File: src/rtl/ahb_apb_pkg.sv
`default_nettype none
// ============================================================================
// Module   : ahb_apb_pkg
// Purpose  : Shared types, response codes and helpers for the AHB slave
//            front end of the AHB-to-APB bridge.
// Revision : 1.0 - initial release
// ============================================================================
package ahb_apb_pkg;

  typedef enum logic [1:0] {
    HT_IDLE   = 2'd0,
    HT_BUSY   = 2'd1,
    HT_NONSEQ = 2'd2,
    HT_SEQ    = 2'd3
  } htrans_t;

  localparam logic [1:0] HRESP_OKAY  = 2'b00;
  localparam logic [1:0] HRESP_ERROR = 2'b01;

  typedef enum logic [1:0] {
    OKAY = 2'd0,
    ERR1 = 2'd1,
    ERR2 = 2'd2
  } fe_state_t;

  // An access of 2^size bytes is aligned when the low size address bits are 0.
  function automatic logic is_aligned(input logic [7:0] addr, input logic [2:0] size);
    logic [7:0] mask;
    mask = (8'd1 << size) - 8'd1;
    return (addr & mask) == 8'd0;
  endfunction

endpackage
`default_nettype wire

File: src/rtl/ahb_addr_decode.sv
`default_nettype none
// ============================================================================
// Module   : ahb_addr_decode
// Purpose  : Combinational APB window decoder. Splits the window starting at
//            BASE_ADDR into NUM_SLV regions of 2^REGION_LOG2 bytes and
//            produces a one-hot select plus a mapped flag.
// Revision : 1.0 - initial release
// ============================================================================
module ahb_addr_decode #(
  parameter int                ADDR_W      = 32,
  parameter int                NUM_SLV     = 3,
  parameter logic [ADDR_W-1:0] BASE_ADDR   = 32'h8000_0000,
  parameter int                REGION_LOG2 = 26
) (
  input  logic [ADDR_W-1:0]  haddr,
  output logic               mapped,
  output logic [NUM_SLV-1:0] tempselx
);

  logic [ADDR_W-1:0] offset;
  logic [ADDR_W-1:0] idx;

  // Working on the offset avoids overflow when the window touches the top of
  // the address space.
  assign offset = haddr - BASE_ADDR;
  assign idx    = offset >> REGION_LOG2;
  assign mapped = (haddr >= BASE_ADDR) && (idx < ADDR_W'(NUM_SLV));

  generate
    for (genvar i = 0; i < NUM_SLV; i++) begin : g_sel
      assign tempselx[i] = mapped && (idx == ADDR_W'(i));
    end
  endgenerate

endmodule
`default_nettype wire

File: src/rtl/ahb_slave_frontend.sv
`default_nettype none
// ============================================================================
// Module   : ahb_slave_frontend
// Purpose  : AHB slave side of the AHB-to-APB bridge: address/data pipeline,
//            slave decode, transfer legality check, two-cycle ERROR response
//            and a saturating error counter.
// Revision : 1.0 - initial release
// ============================================================================
module ahb_slave_frontend
  import ahb_apb_pkg::*;
#(
  parameter int                ADDR_W      = 32,
  parameter int                DATA_W      = 32,
  parameter int                NUM_SLV     = 3,
  parameter logic [ADDR_W-1:0] BASE_ADDR   = 32'h8000_0000,
  parameter int                REGION_LOG2 = 26
) (
  input  logic               clk,
  input  logic               rst_n,
  input  logic               hsel,
  input  logic [ADDR_W-1:0]  haddr,
  input  logic [1:0]         htrans,
  input  logic               hwrite,
  input  logic [2:0]         hsize,
  input  logic [DATA_W-1:0]  hwdata,
  input  logic               hreadyin,
  input  logic               bridge_ready,
  input  logic [DATA_W-1:0]  prdata,
  output logic               hreadyout,
  output logic [1:0]         hresp,
  output logic [DATA_W-1:0]  hrdata,
  output logic               valid,
  output logic [NUM_SLV-1:0] tempselx,
  output logic [ADDR_W-1:0]  haddr1,
  output logic [ADDR_W-1:0]  haddr2,
  output logic [DATA_W-1:0]  hwdata1,
  output logic [DATA_W-1:0]  hwdata2,
  output logic               hwritereg,
  output logic [15:0]        err_count
);

  // Largest legal hsize: log2 of the bus width in bytes.
  localparam logic [2:0] MAX_SIZE = (DATA_W == 64) ? 3'd3 : 3'd2;

  fe_state_t          state;
  logic [1:0]         hresp_q;
  logic               err_ready_q;
  logic [15:0]        err_count_q;
  logic [15:0]        err_count_d;
  logic               mapped;
  logic [NUM_SLV-1:0] dec_sel;
  logic               active;
  logic               bad;
  logic               illegal;

  ahb_addr_decode #(
    .ADDR_W      (ADDR_W),
    .NUM_SLV     (NUM_SLV),
    .BASE_ADDR   (BASE_ADDR),
    .REGION_LOG2 (REGION_LOG2)
  ) u_decode (
    .haddr    (haddr),
    .mapped   (mapped),
    .tempselx (dec_sel)
  );

  // NONSEQ and SEQ are exactly the htrans codes with bit 1 set.
  assign active  = hsel && hreadyin && htrans[1];
  assign bad     = !mapped || (hsize > MAX_SIZE) || !is_aligned(haddr[7:0], hsize);
  // Only OKAY evaluates transfers; a transfer seen in ERR2 is being cancelled.
  assign illegal = active && bad && (state == OKAY);

  assign valid     = rst_n && active && !bad && (state == OKAY);
  assign tempselx  = rst_n ? dec_sel : '0;
  assign hresp     = rst_n ? hresp_q : HRESP_OKAY;
  assign hreadyout = !rst_n ? 1'b1 : ((state == OKAY) ? bridge_ready : err_ready_q);
  assign hrdata    = prdata;
  assign err_count = err_count_q;

  // Address, write-data and direction pipeline, advancing only on hreadyin.
  always_ff @(posedge clk) begin
    if (!rst_n) begin
      haddr1    <= '0;
      haddr2    <= '0;
      hwdata1   <= '0;
      hwdata2   <= '0;
      hwritereg <= 1'b0;
    end else if (hreadyin) begin
      haddr1    <= haddr;
      haddr2    <= haddr1;
      hwdata1   <= hwdata;
      hwdata2   <= hwdata1;
      hwritereg <= hwrite;
    end
  end

  // Response FSM: OKAY -> ERR1 (wait state) -> ERR2 (ERROR completes) -> OKAY.
  always_ff @(posedge clk) begin
    if (!rst_n) begin
      state       <= OKAY;
      hresp_q     <= HRESP_OKAY;
      err_ready_q <= 1'b1;
    end else begin
      case (state)
        OKAY: begin
          if (illegal) begin
            state       <= ERR1;
            hresp_q     <= HRESP_ERROR;
            err_ready_q <= 1'b0;
          end
        end
        ERR1: begin
          state       <= ERR2;
          hresp_q     <= HRESP_ERROR;
          err_ready_q <= 1'b1;
        end
        ERR2: begin
          state       <= OKAY;
          hresp_q     <= HRESP_OKAY;
          err_ready_q <= 1'b1;
        end
        default: begin
          state       <= OKAY;
          hresp_q     <= HRESP_OKAY;
          err_ready_q <= 1'b1;
        end
      endcase
    end
  end

  // Next error count: one step per entry into ERR1, pinned at all-ones.
  always_comb begin
    err_count_d = err_count_q;
    if (illegal && (err_count_q != 16'hFFFF)) begin
      err_count_d = err_count_q + 16'd1;
    end
  end

  // Error counter register, loaded every cycle from its next-value logic.
  always_ff @(posedge clk) begin
    if (!rst_n) begin
      err_count_q <= '0;
    end else begin
      err_count_q <= err_count_d;
    end
  end

endmodule
`default_nettype wire
File: config.mk
export PLATFORM = sky130hd
export DESIGN_NAME = ahb_slave_frontend
export DESIGN_NICKNAME = d
export VERILOG_FILES = /design/src/rtl/ahb_apb_pkg.sv /design/src/rtl/ahb_addr_decode.sv /design/src/rtl/ahb_slave_frontend.sv
export SDC_FILE = /design/constraint.sdc
export NUM_CORES = 1
export LEC_CHECK = 0
export CAP_MARGIN = 20
export CELL_PAD_IN_SITES_DETAIL_PLACEMENT = 0
export CELL_PAD_IN_SITES_GLOBAL_PLACEMENT = 1
export CORE_UTILIZATION = 33
export DETAILED_ROUTE_END_ITERATION = 12
export PLACE_DENSITY_LB_ADDON = 0.1
export SKIP_LAST_GASP = 1
export SYNTH_ARGS = -nofsm -noshare
export SYNTH_HDL_FRONTEND = slang
export SYNTH_SLANG_ARGS = --single-unit
File: constraint.sdc
create_clock -name clk -period 3.4 [get_ports clk]
set_input_delay 0.68 -clock clk [delete_from_list [all_inputs] [get_ports clk]]
set_output_delay 0.68 -clock clk [all_outputs]
set_load 0.03 [all_outputs]
* After elaboration in Yosys (flattened, before gate mapping) *
Index checks and enable logic that the tools add are counted.
W data, S select, Z words.

storage, ports and cells
  register bits = 150
  word-level logic and storage cells = 50
  output and inout bits = 184

cells by class
  magnitude comparators = 3
  bitwise operators = 1
  mux-type cells = 7
  reductions and logical operators = 21
  add/sub/neg operators = 3
  eq/ne operators = 5
  shift-type cells = 1

operator list
  cell                      number
  $ge A32 B32 Y1 const B    1
  $logic_not A32 Y1         1
  $sub A32 B32 Y32 const B  1
  $add A16 B1 Y16 const B   1
  $ne A16 B16 Y1 const B    1
  $logic_and A1 B1 Y1       12
  $and A8 B8 Y8             1
  $logic_not A8 Y1          1
  $pmux W2 S2               2
  $shl A1 B3 Y8 const A     1
  $sub A8 B1 Y8 const B     1
  $eq A6 B1 Y1 const B      1
  $eq A6 B2 Y1 const B      1
  $lt A6 B2 Y1 const B      1
  $mux W2                   2
  $gt A3 B2 Y1 const B      1
  $logic_not A1 Y1          3
  $mux W3                   1
  $eq A2 B1 Y1 const B      1
  $logic_not A2 Y1          1
  $logic_or A1 B1 Y1        2
  $mux W1                   2
  $ne A2 B2 Y1 const B      1
  $reduce_and A2 Y1         1

* Depth between registers and ports, before layout *
Gate-level depths: netlist of the first run.

  word-level depth = 10
  mapped depth = 7
  gate-level depth less buffers = 6

* Cells and area by module *
A second synthesis of the first run with hierarchy kept.

unflattened totals
  cells, all modules = 572
  area, all modules = 5804.3 um^2

modules (own cells, without submodules)
  module              cells an instance  area an instance (um^2)  sequential area each (um^2)  times used
  ahb_slave_frontend  567                5755.5                   2982.9                       1
  ahb_addr_decode     5                  48.8                     0.0                          1

* Least setup slack after synthesis of the first run *
OpenSTA, ideal clock, no wires.

  kind = input-to-output
  start point = input port haddr[28]
  end point = output port valid
  stages on the path = 3
  data arrival time = 2.071 ns
  setup slack = 0.649 ns
  cell sequence = nor4b_1 > o211ai_2 > nor3_1

on the way
  longest elaborated chain between the ends = 9
  elaborated cells on any way between the ends = 10

RTL lines
  item                                  RTL line                  source
  start: declaration                    ahb_slave_frontend.sv:21  input logic [ADDR_W-1:0] haddr,
  $sub A32 B32 Y32                      ahb_addr_decode.sv:25     assign offset = haddr - BASE_ADDR;
  $lt A6 B2 Y1                          ahb_addr_decode.sv:27     assign mapped = (haddr >= BASE_ADDR) && (idx < ADDR_W'(NUM_SLV));
  $logic_and A1 B1 Y1 (*)               ahb_addr_decode.sv:27
  $logic_not A1 Y1 (*)                  ahb_slave_frontend.sv:69  assign bad = !mapped || (hsize > MAX_SIZE) || !is_aligned(haddr[7:0], hsize);
  $logic_or A1 B1 Y1 (*) (2 in a row)   ahb_slave_frontend.sv:69
  $logic_not A1 Y1 (*)                  ahb_slave_frontend.sv:73  assign valid = rst_n && active && !bad && (state == OKAY);
  $logic_and A1 B1 Y1 (*) (2 in a row)  ahb_slave_frontend.sv:73
  end: declaration                      ahb_slave_frontend.sv:32  output logic valid,

Every way passes the cells marked *; elsewhere a longest branch is shown, timed or not.

* Worst setup path after layout of the first run *
  start point = input port haddr[28]
  end point = output port tempselx[2]

on the way
  longest elaborated chain between the ends = 5
  elaborated cells on any way between the ends = 7

RTL lines
  item                     RTL line                  source
  $sub A32 B32 Y32         ahb_addr_decode.sv:25
  $lt A6 B2 Y1             ahb_addr_decode.sv:27
  $logic_and A1 B1 Y1      ahb_addr_decode.sv:27
  $logic_and A1 B1 Y1 (*)  ahb_addr_decode.sv:31     assign tempselx[i] = mapped && (idx == ADDR_W'(i));
  $mux W3 (*)              ahb_slave_frontend.sv:74  assign tempselx = rst_n ? dec_sel : '0;
  end: declaration         ahb_slave_frontend.sv:33  output logic [NUM_SLV-1:0] tempselx,

Marks and branches as above.

==> flow_summary.yaml, run 1 <==
routing:
  viasPerCell: 4.554
  dr.pass1.iters: 8
  drc: 46
  drt_iter0_drc: 186
  vias: 4549
  wire_per_inst_um: 14.62
  wl_um: 14600
  ant_nets: 0
sta:
  setup_violations: 0
  rsz0062_at_grt: "no"
  fmax_ghz: 0.3056
  period_needed_ps: 3272
  setup_tns_ps: 0
  fin_crit_sh_pct: 96.25
  drv_slew: 0
  fin_skew_ps: 6.522
  slew_headroom_pct: 31.35
  tightest_slew_ps: 1030
  worst_slack_ps: 127.6
  hold_viol_final: 0
critical_path:
  crit_start: "haddr[28]"
  r2r_start: "err_count[0]"
  worstPathRequired_ps: 2720
  endpoint: "tempselx[2]"
  cp_cell_sequence: "clkdlybuf4s50_1 -> nor4b_1 -> nand2_1 -> nor3b_1 -> clkdlybuf4s50_1"
  crit_family: "buffers and inverters"
  end_kind: "output port"
  slowest_delay_ps: 700
  r2r_slack_ps: 1340
  cp_num_cells: 5
  ff2ff_path_depth: 6
  cp_max_fo: 3
  slowest_stage: "clkdlybuf4s50_1"
  worstSetupPathType: "in -> out"
  r2r_end: "err_count[5]"
  cp.arrival_ps: 2590
  start_kind: "input port"
  critical_path.most_common_cell: "clkdlybuf4s50_1"
  worst-path-buf-inv: 2
floorplan:
  rows: 49
  fp.dieW_um: 138.3
  coreArea_um2: 18090
  ios: 291
  fp.dieH_um: 138.3
  initial_core_util_pct: 33.88
  die_area_um2: 19120
finish:
  fin_area_um2: 8897
  syn_to_final_growth_pct: 45.21
  antenna_cells: 0
  nets: 866
  drive_above_1_share_pct: 5.844
synthesis:
  synth_cell_type_count: 40
  synth-edff-count: 0
  synthAdderAreaFrac_pct: 0.2042
  yosysSeqAreaShare_pct: 48.68
  synthFlopType: "dfxtp_1"
  synth_top_family_by_area: "multiplexers"
  synth-seq-cells: 149
  yosysWarnings: 0
  synthSimpleGateAreaFrac_pct: 19.36
  synthesis.nets: 685
  synth_async_sr_flop_share_pct: 0
  netlist_area_um2: 6127
  synth_cells: 577
  synth_xor_xnor_area_share_pct: 0.2859
  syn_avg_cell_area_um2: 10.62
  muxShareOfSynthArea_pct: 21.07
  synth_compound_area_share_pct: 3.635
status:
  run_status: "finished, violations left"
  violations: "design-rule violations"
clocking:
  cts_tree: "yes"
  clock_path_buffers: 2
  path_clk_slew_ps: 60
  htreeDepth: 4
  post_cts_buffers: 0
  cts-resized-gates: 0
  clock_tree.root_cell: "clkbuf_16"
  holdBufCountCts: 0
  worstSkewPairLatency_ps: 420
  cts_buffers: 17
  cts.sinks: 149
job:
  max-cap-violations: 0
placement:
  placed_area_um2: 8299
  place.gp.congestion: 0.7262
  preCtsSetupSlack_ps: 142.8
  detailed_place_hpwl_um: 9846
  port_buffers: 224
grt:
  grt_remaining_overflow: 0
  grt_max_degree: 130
  grt_usage_pct: 15.42
  grt_pass1_wl_um: 23400
  antenna_found_initial: 0
  first_global_vias: 4450
power_and_ir_drop:
  power.density_nw_per_um2: 494.0
  ir_drop_mv: 0.3286
  leakagePower_uw: 0.003456
hold_path:
  min_path_type: "reg -> reg"
## how the worst min path moves through the flow
stage	start	to	cells past startpoint
floorplan	err_ready_q	err_ready_q	1
global placement	state[0]	state[1]	2
detailed placement	err_ready_q	err_ready_q	1
CTS	state[0]	state[1]	2
global route	state[0]	state[1]	2
finish	state[0]	state[1]	2
## where the power goes
part	internal, uW	switching (uW)
clock	1170	735
combinational	307	310
sequential	1820	50.2
## tightest hold or removal path: stages (launching register included)
cell	delay, ps
dfxtp_1	330
inv_1	60
nor2_1	40
## cell type report
type / count / area (um2)
inverter: 4 / 15.01
timing repair buffer: 228 / 2281
clock inverter: 12 / 155.1
fill: 1634 / 9189
multi-input combinational: 358 / 2734
tap: 229 / 286.5
sequential: 149 / 2983
clock buffer: 19 / 442.9
## kinds of logic after synthesis
logic type | after synthesis
buf+inv | 70
mux | 129
other cells | 1
compound gates | 31
flops | 149
xor+xnor | 2
fa+ha+maj | 1
simple gates | 194
## stage by stage
step                      utilization [%]  power, uW  std cells  hold WS, ps
after floorplan                         -       2322        577        425.9
after global placement              45.89       2524        968        438.2
after detailed placement            45.89       2532        968        448.3
after CTS                           49.19       4463        999        462.0
after global routing                49.19       4584        999        497.3
final                               49.19       4395        999        469.0
## Yosys cell counts (2+ instances only)
library cell  instances  area share, %
nor3_1                4           0.33
buf_4                33            4.0
o31ai_1               7           0.86
nand2_1              12           0.74
nand2b_1              7           0.71
and2_1                4           0.41
xnor2_1               2           0.29
clkbuf_1             19            1.2
a21oi_1               4           0.33
o41ai_1               2           0.29
buf_2                13            1.1
nand4_1               5           0.51
inv_1                 4           0.24
nor2b_1             129             13
or3_1                 2           0.20
nor3b_1               2           0.24
nand4_2               3           0.61
nor2_1                8           0.49
or3_2                 2           0.24
dfxtp_1             149             49
mux2i_1             129             21
nand3_1               8           0.65
a21boi_0              5           0.61
o211ai_1              5           0.61
o21ai_0               4           0.33
## layer usage
metal / share of wire (%) / track usage (%)
met1: 45 / 19.41
met4: 1.4 / 5.204
met5: 0 / 0
met3: 8.3 / 5.958
met2: 45 / 24.11
## state kept, by name, summed over array words and instances, names as in the netlist
signal and flops:
haddr1 32, haddr2 32, hwdata1 32, hwdata2 32, err_count 16, state 2, err_ready_q 1, hresp_q 1
hwritereg 1
## placed cells by master (no fill, tap or decap), types with 3 or more instances in the layout
| master | count |
|---|---|
| buf_4 | 5 |
| mux2i_1 | 129 |
| a21oi_1 | 4 |
| clkinv_4 | 3 |
| nand3_1 | 8 |
| nor2_1 | 8 |
| bufinv_16 | 3 |
| dfxtp_1 | 149 |
| clkbuf_16 | 17 |
| o31ai_1 | 7 |
| nand4_1 | 5 |
| clkdlybuf4s50_1 | 221 |
| o211ai_1 | 5 |
| o21ai_0 | 4 |
| nand2b_1 | 7 |
| nor2b_1 | 129 |
| nand2_1 | 12 |
| a21boi_0 | 5 |
| nor3_1 | 4 |
| inv_1 | 4 |
| and2_1 | 4 |
| clkinv_2 | 3 |
| nand4_2 | 3 |
(Power assumes the default switching activity.)
==> run 2, diff against run 1 <==
--- a/config.mk
+++ b/config.mk
@@ -5,10 +5,12 @@
 export SDC_FILE = /design/constraint.sdc
 export NUM_CORES = 1
 export LEC_CHECK = 0
+export ABC_AREA = 1
 export CAP_MARGIN = 20
 export CELL_PAD_IN_SITES_DETAIL_PLACEMENT = 0
 export CELL_PAD_IN_SITES_GLOBAL_PLACEMENT = 1
-export CORE_UTILIZATION = 33
+export CORE_UTILIZATION = 30
+export CTS_CLUSTER_DIAMETER = 40
 export DETAILED_ROUTE_END_ITERATION = 12
 export PLACE_DENSITY_LB_ADDON = 0.1
 export SKIP_LAST_GASP = 1
==> run 2 against run 1 <==
The run now ends clean. Total power up 3.9%. Setup slack better by 160 ps. Clock skew grew 1.4 ps. Cell count increased by 22%. Largest power group is now registers.
==> flow_summary.yaml, run 2 <==
clocking:
  clock_tree.root_cell: "clkbuf_16"
  htreeDepth: 4
  cts_buffers: 17
  holdBufCountCts: 0
  cts.sinks: 149
  post_cts_buffers: 0
  path_clk_slew_ps: 60
  cts_tree: "yes"
  cts-resized-gates: 0
  worstSkewPairLatency_ps: 420
  clock_path_buffers: 2
sta:
  fmax_ghz: 0.3210
  tightest_slew_ps: 1011
  drv_slew: 0
  setup_tns_ps: 0
  fin_crit_sh_pct: 91.63
  period_needed_ps: 3116
  fin_skew_ps: 7.953
  hold_viol_final: 0
  rsz0062_at_grt: "no"
  slew_headroom_pct: 32.62
  setup_violations: 0
power_and_ir_drop:
  leakagePower_uw: 0.003393
  ir_drop_mv: 0.3575
  power.density_nw_per_um2: 527.0
critical_path:
  worstPathRequired_ps: 2720
  start_kind: "input port"
  cp_max_fo: 3
  r2r_start: "err_count[0]"
  ff2ff_path_depth: 7
  r2r_slack_ps: 1690
  worstSetupPathType: "in -> out"
  end_kind: "output port"
  r2r_end: "err_count[9]"
  cp.arrival_ps: 2440
  crit_start: "haddr[31]"
synthesis:
  synth_top_family_by_area: "simple AND/OR/NAND/NOR gates"
  synthAdderAreaFrac_pct: 0.2105
  synthFlopType: "dfxtp_1"
  synth-edff-count: 0
  synth_xor_xnor_area_share_pct: 1.768
  syn_avg_cell_area_um2: 7.728
  synth_async_sr_flop_share_pct: 0
  muxShareOfSynthArea_pct: 0
  yosysMostFrequentCell: "nor2_1"
  synth_top_area_share_pct: 50.19
  netlist_area_um2: 5943
  synth_cells: 769
  synthTopCellsByArea: "dfxtp_1 50%, nor2_1 17%, o21ai_0 11%"
  yosysSeqAreaShare_pct: 50.19
  synth_cell_type_count: 33
  yosysTopAreaCell: "dfxtp_1"
  synthesis.nets: 877
  yosys-top-cells-count: "269 x nor2_1, 149 x dfxtp_1, 132 x o21ai_0"
  synthSimpleGateAreaFrac_pct: 25.05
  synth-seq-cells: 149
  yosysWarnings: 0
  synth_compound_area_share_pct: 13.54
floorplan:
  fp.dieH_um: 142.8
  initial_core_util_pct: 30.54
  fp.dieW_um: 142.8
  rows: 51
  die_area_um2: 20380
  ios: 291
  coreArea_um2: 19460
routing:
  drt_iter0_drc: 271
  viasPerCell: 4.499
  ant_nets: 0
  vias: 5471
  drc: 0
  wire_per_inst_um: 14.30
  wl_um: 17390
  dr.pass1.iters: 4
job:
  max-cap-violations: 0
grt:
  first_global_vias: 5294
  antenna_found_initial: 0
  grt_remaining_overflow: 0
  grt_usage_pct: 17.21
  grt_max_degree: 115
  grt_pass1_wl_um: 27180
placement:
  placed_area_um2: 8074
  port_buffers: 224
  placed_cells: 1184
  place.gp.congestion: 0.7932
  detailed_place_hpwl_um: 11650
finish:
  drive_above_1_share_pct: 7.571
  nets: 1046
  final_common_cell: "nor2_1"
  final_cell_mix: "269 x nor2_1, 219 x clkdlybuf4s50_1, 149 x dfxtp_1, 132 x o21ai_0, 49 x nand2_1"
  fin_util_pct: 44.52
  instances_no_fill: 1216
  antenna_cells: 0
  fin_area_um2: 8665
  syn_to_final_growth_pct: 45.79
hold_path:
  min_to: "err_ready_q"
  min_path_type: "reg -> reg"
  min_from: "err_ready_q"
  hold_depth: 2
status:
  run_status: "finished, final reports clean"
run 2: cell count changes in the layout (fill, tap and decap cells not counted), moves of 11 or more:
cell and delta:
nor2_1 +261, mux2i_1 -129, nand2_1 +37, inv_1 +11, o21ai_0 +128, nor2b_1 -129
run 2: power by group:
part           leakage [uW]  switching, uW  internal (uW)
Clock              0.000279            747           1150
Sequential          0.00123           66.4           1850
Combinational       0.00188            434            313
Total               0.00339           1250           3320
run 2: cells by family (layout without fill, tap and decap cells):
kind of cell | count (synthesis) | count (layout)
xor gates and xnor gates | 12 | 12
buffers and inverters | 97 | 279
DFF | 149 | 149
other | 1 | 1
adders and majority gates | 1 | 1
AOI/OAI and AO/OA | 154 | 154
and+or+nand+nor | 355 | 355
run 2: stage by stage:
stage | total power (uW) | hold WS [ps] | setup WS [ps]
6_report | 4566 | 467.8 | 284.5
5_1_grt | 4776 | 488.1 | 192.4
4_1_cts | 4634 | 469.4 | 272.8
3_5_place_dp | 2709 | 460.7 | 273.8
3_3_place_gp | 2699 | 464.4 | 300.9
2_1_floorplan | 2422 | 426.6 | 719.0
run 2: how the worst max path moves through the flow:
stage | depth (start not counted) | end | slack, ps
after floorplan | 4 | tempselx[0] | 720
after global placement | 6 | tempselx[1] | 300
after detailed placement | 6 | tempselx[1] | 270
after CTS | 6 | tempselx[1] | 270
after global routing | 6 | tempselx[1] | 190
final | 6 | tempselx[1] | 280
run 2: critical path, stage by stage:
cell and delay (ps):
clkdlybuf4s50_1 490, nand2_1 70, nor2_1 250, inv_1 150, nor2_1 110, clkdlybuf4s50_1 670
run 2: cell type report:
cell class                      instances  area, um2
Fill cell                            1971      10800
Clock buffer                           19      432.9
Clock inverter                         13      157.7
Inverter                               16      62.56
Timing Repair Buffer                  231       2282
Tap cell                              265      331.6
Sequential cell                       149       2983
Multi-Input combinational cell        523       2415
run 2: metal layers:
| metal | GRT usage [%] | vias up | routed length (um) |
|---|---|---|---|
| met5 | 0 | - | 0 |
| met4 | 6.678 | 0 | 230 |
| met3 | 6.439 | 27 | 1366 |
| met2 | 28.28 | 172 | 8056 |
| met1 | 20.25 | 2504 | 7735 |
| li1 | - | 2768 | - |
==> run 3, diff against run 2 <==
--- a/config.mk
+++ b/config.mk
@@ -9,6 +9,7 @@
 export CAP_MARGIN = 20
 export CELL_PAD_IN_SITES_DETAIL_PLACEMENT = 0
 export CELL_PAD_IN_SITES_GLOBAL_PLACEMENT = 1
+export CORE_ASPECT_RATIO = 2
 export CORE_UTILIZATION = 30
 export CTS_CLUSTER_DIAMETER = 40
 export DETAILED_ROUTE_END_ITERATION = 12
==> run 3 against run 2 <==
Combinational power barely moved. Worst hold slack better by 30 ps. Sequential cell count stayed put. Via count rose by 0.22%. Critical path type unchanged. Largest cell class unchanged.
==> flow_summary.yaml, run 3 (synthesis results as in run 2) <==
floorplan:
  initial_core_util_pct: 30.68
  die_area_um2: 20410
  fp.dieW_um: 101.5
  rows: 72
  coreArea_um2: 19370
  ios: 291
  fp.dieH_um: 201.1
clocking:
  worstSkewPairLatency_ps: 420
  cts_buffers: 17
  path_clk_slew_ps: 60
  clock_tree.root_cell: "clkbuf_16"
  cts-resized-gates: 0
  cts.sinks: 149
  cts_tree: "yes"
  holdBufCountCts: 0
  post_cts_buffers: 0
  htreeDepth: 4
  clock_path_buffers: 2
grt:
  first_global_vias: 5567
  grt_usage_pct: 18.25
  grt_pass1_wl_um: 28900
  grt_remaining_overflow: 0
  grt_max_degree: 127
  antenna_found_initial: 0
sta:
  fin_skew_ps: 7.070
  slew_headroom_pct: 27.57
  setup_violations: 0
  setup_tns_ps: 0
  period_needed_ps: 2979
  rsz0062_at_grt: "no"
  tightest_slew_ps: 1086
  drv_slew: 0
  fmax_ghz: 0.3356
  fin_crit_sh_pct: 87.63
  hold_viol_final: 0
routing:
  drc: 0
  vias: 5483
  wire_per_inst_um: 14.86
  dr.pass1.iters: 4
  wl_um: 17950
  viasPerCell: 4.539
  drt_iter0_drc: 161
  ant_nets: 0
placement:
  place.gp.congestion: 0.7564
  detailed_place_hpwl_um: 12300
  port_buffers: 224
critical_path:
  worstPathRequired_ps: 2720
  cp.arrival_ps: 2300
  start_kind: "input port"
  cp_max_fo: 3
  end_kind: "output port"
  worstSetupPathType: "in -> out"
finish:
  final_common_cell: "nor2_1"
  seq_area_um2: 2983
  antenna_cells: 0
  fillerInstances: 1963
  drive_above_1_share_pct: 7.587
  syn_to_final_growth_pct: 45.71
  final_cell_mix: "269 x nor2_1, 218 x clkdlybuf4s50_1, 149 x dfxtp_1, 132 x o21ai_0, 49 x nand2_1"
  multi_input_area_um2: 2415
  nets: 1044
power_and_ir_drop:
  power_uw: 4527
  power.density_nw_per_um2: 522.8
  leakagePower_uw: 0.003394
  ir_drop_mv: 0.3671
status:
  run_status: "finished, final reports clean"
job:
  max-cap-violations: 0
hold_path:
  min_path_type: "reg -> reg"
==> run 3: layout make-up <==
cell class	instances	share of cell area, %
Clock buffer	20	5.274
Clock inverter	12	1.488
Multi-Input combinational cell	523	27.89
Sequential cell	149	34.45
Timing Repair Buffer	229	26.44
Tap cell	259	3.742
Inverter	16	0.7224
==> run 3: path summary, 6_finish.rpt <==
path,start,to,slack (ps),depth (start not counted)
worst max-delay path,haddr[31],tempselx[1],420,6
worst min register to register,haddr2[14],haddr2[14],500,2
worst max register to register,err_count[0],err_count[2],1690,8
worst min-delay path,haddr2[14],haddr2[14],500,2
==> run 3: where the power goes <==
part	switching (uW)	internal, uW	leakage (uW)
logic	434	313	0.00188
clock network	741	1120	0.000282
registers	66.2	1850	0.00123
==> run 3: routing by layer <==
layer  vias to the layer above  wire length, um  GRT usage, %
met5                         -                0             0
met4                         0              358         7.764
met3                        36             1321         6.337
met2                       176             9428         32.84
met1                      2507             6837         18.49
li1                       2764                -             -
==> run 3: stage by stage <==
stage / util (%) / setup WS [ps] / cell area, um2 / cells / hold WS (ps)
3_3_place_gp: 41.69 / 341.3 / 8074 / 1176 / 476.8
2_1_floorplan: - / 719.0 / 5943 / 769 / 426.6
3_5_place_dp: 41.69 / 385.5 / 8074 / 1176 / 481.3
4_1_cts: 44.71 / 383.6 / 8660 / 1208 / 500.6
6_report: 44.71 / 420.6 / 8660 / 1208 / 498.1
5_1_grt: 44.71 / 272.4 / 8660 / 1208 / 526.5
==> run 3: critical path, stage by stage <==
cell,delay (ps)
clkdlybuf4s50_1,500
nand2_1,60
nor2_1,160
inv_1,110
nor2_1,100
clkdlybuf4s50_1,680
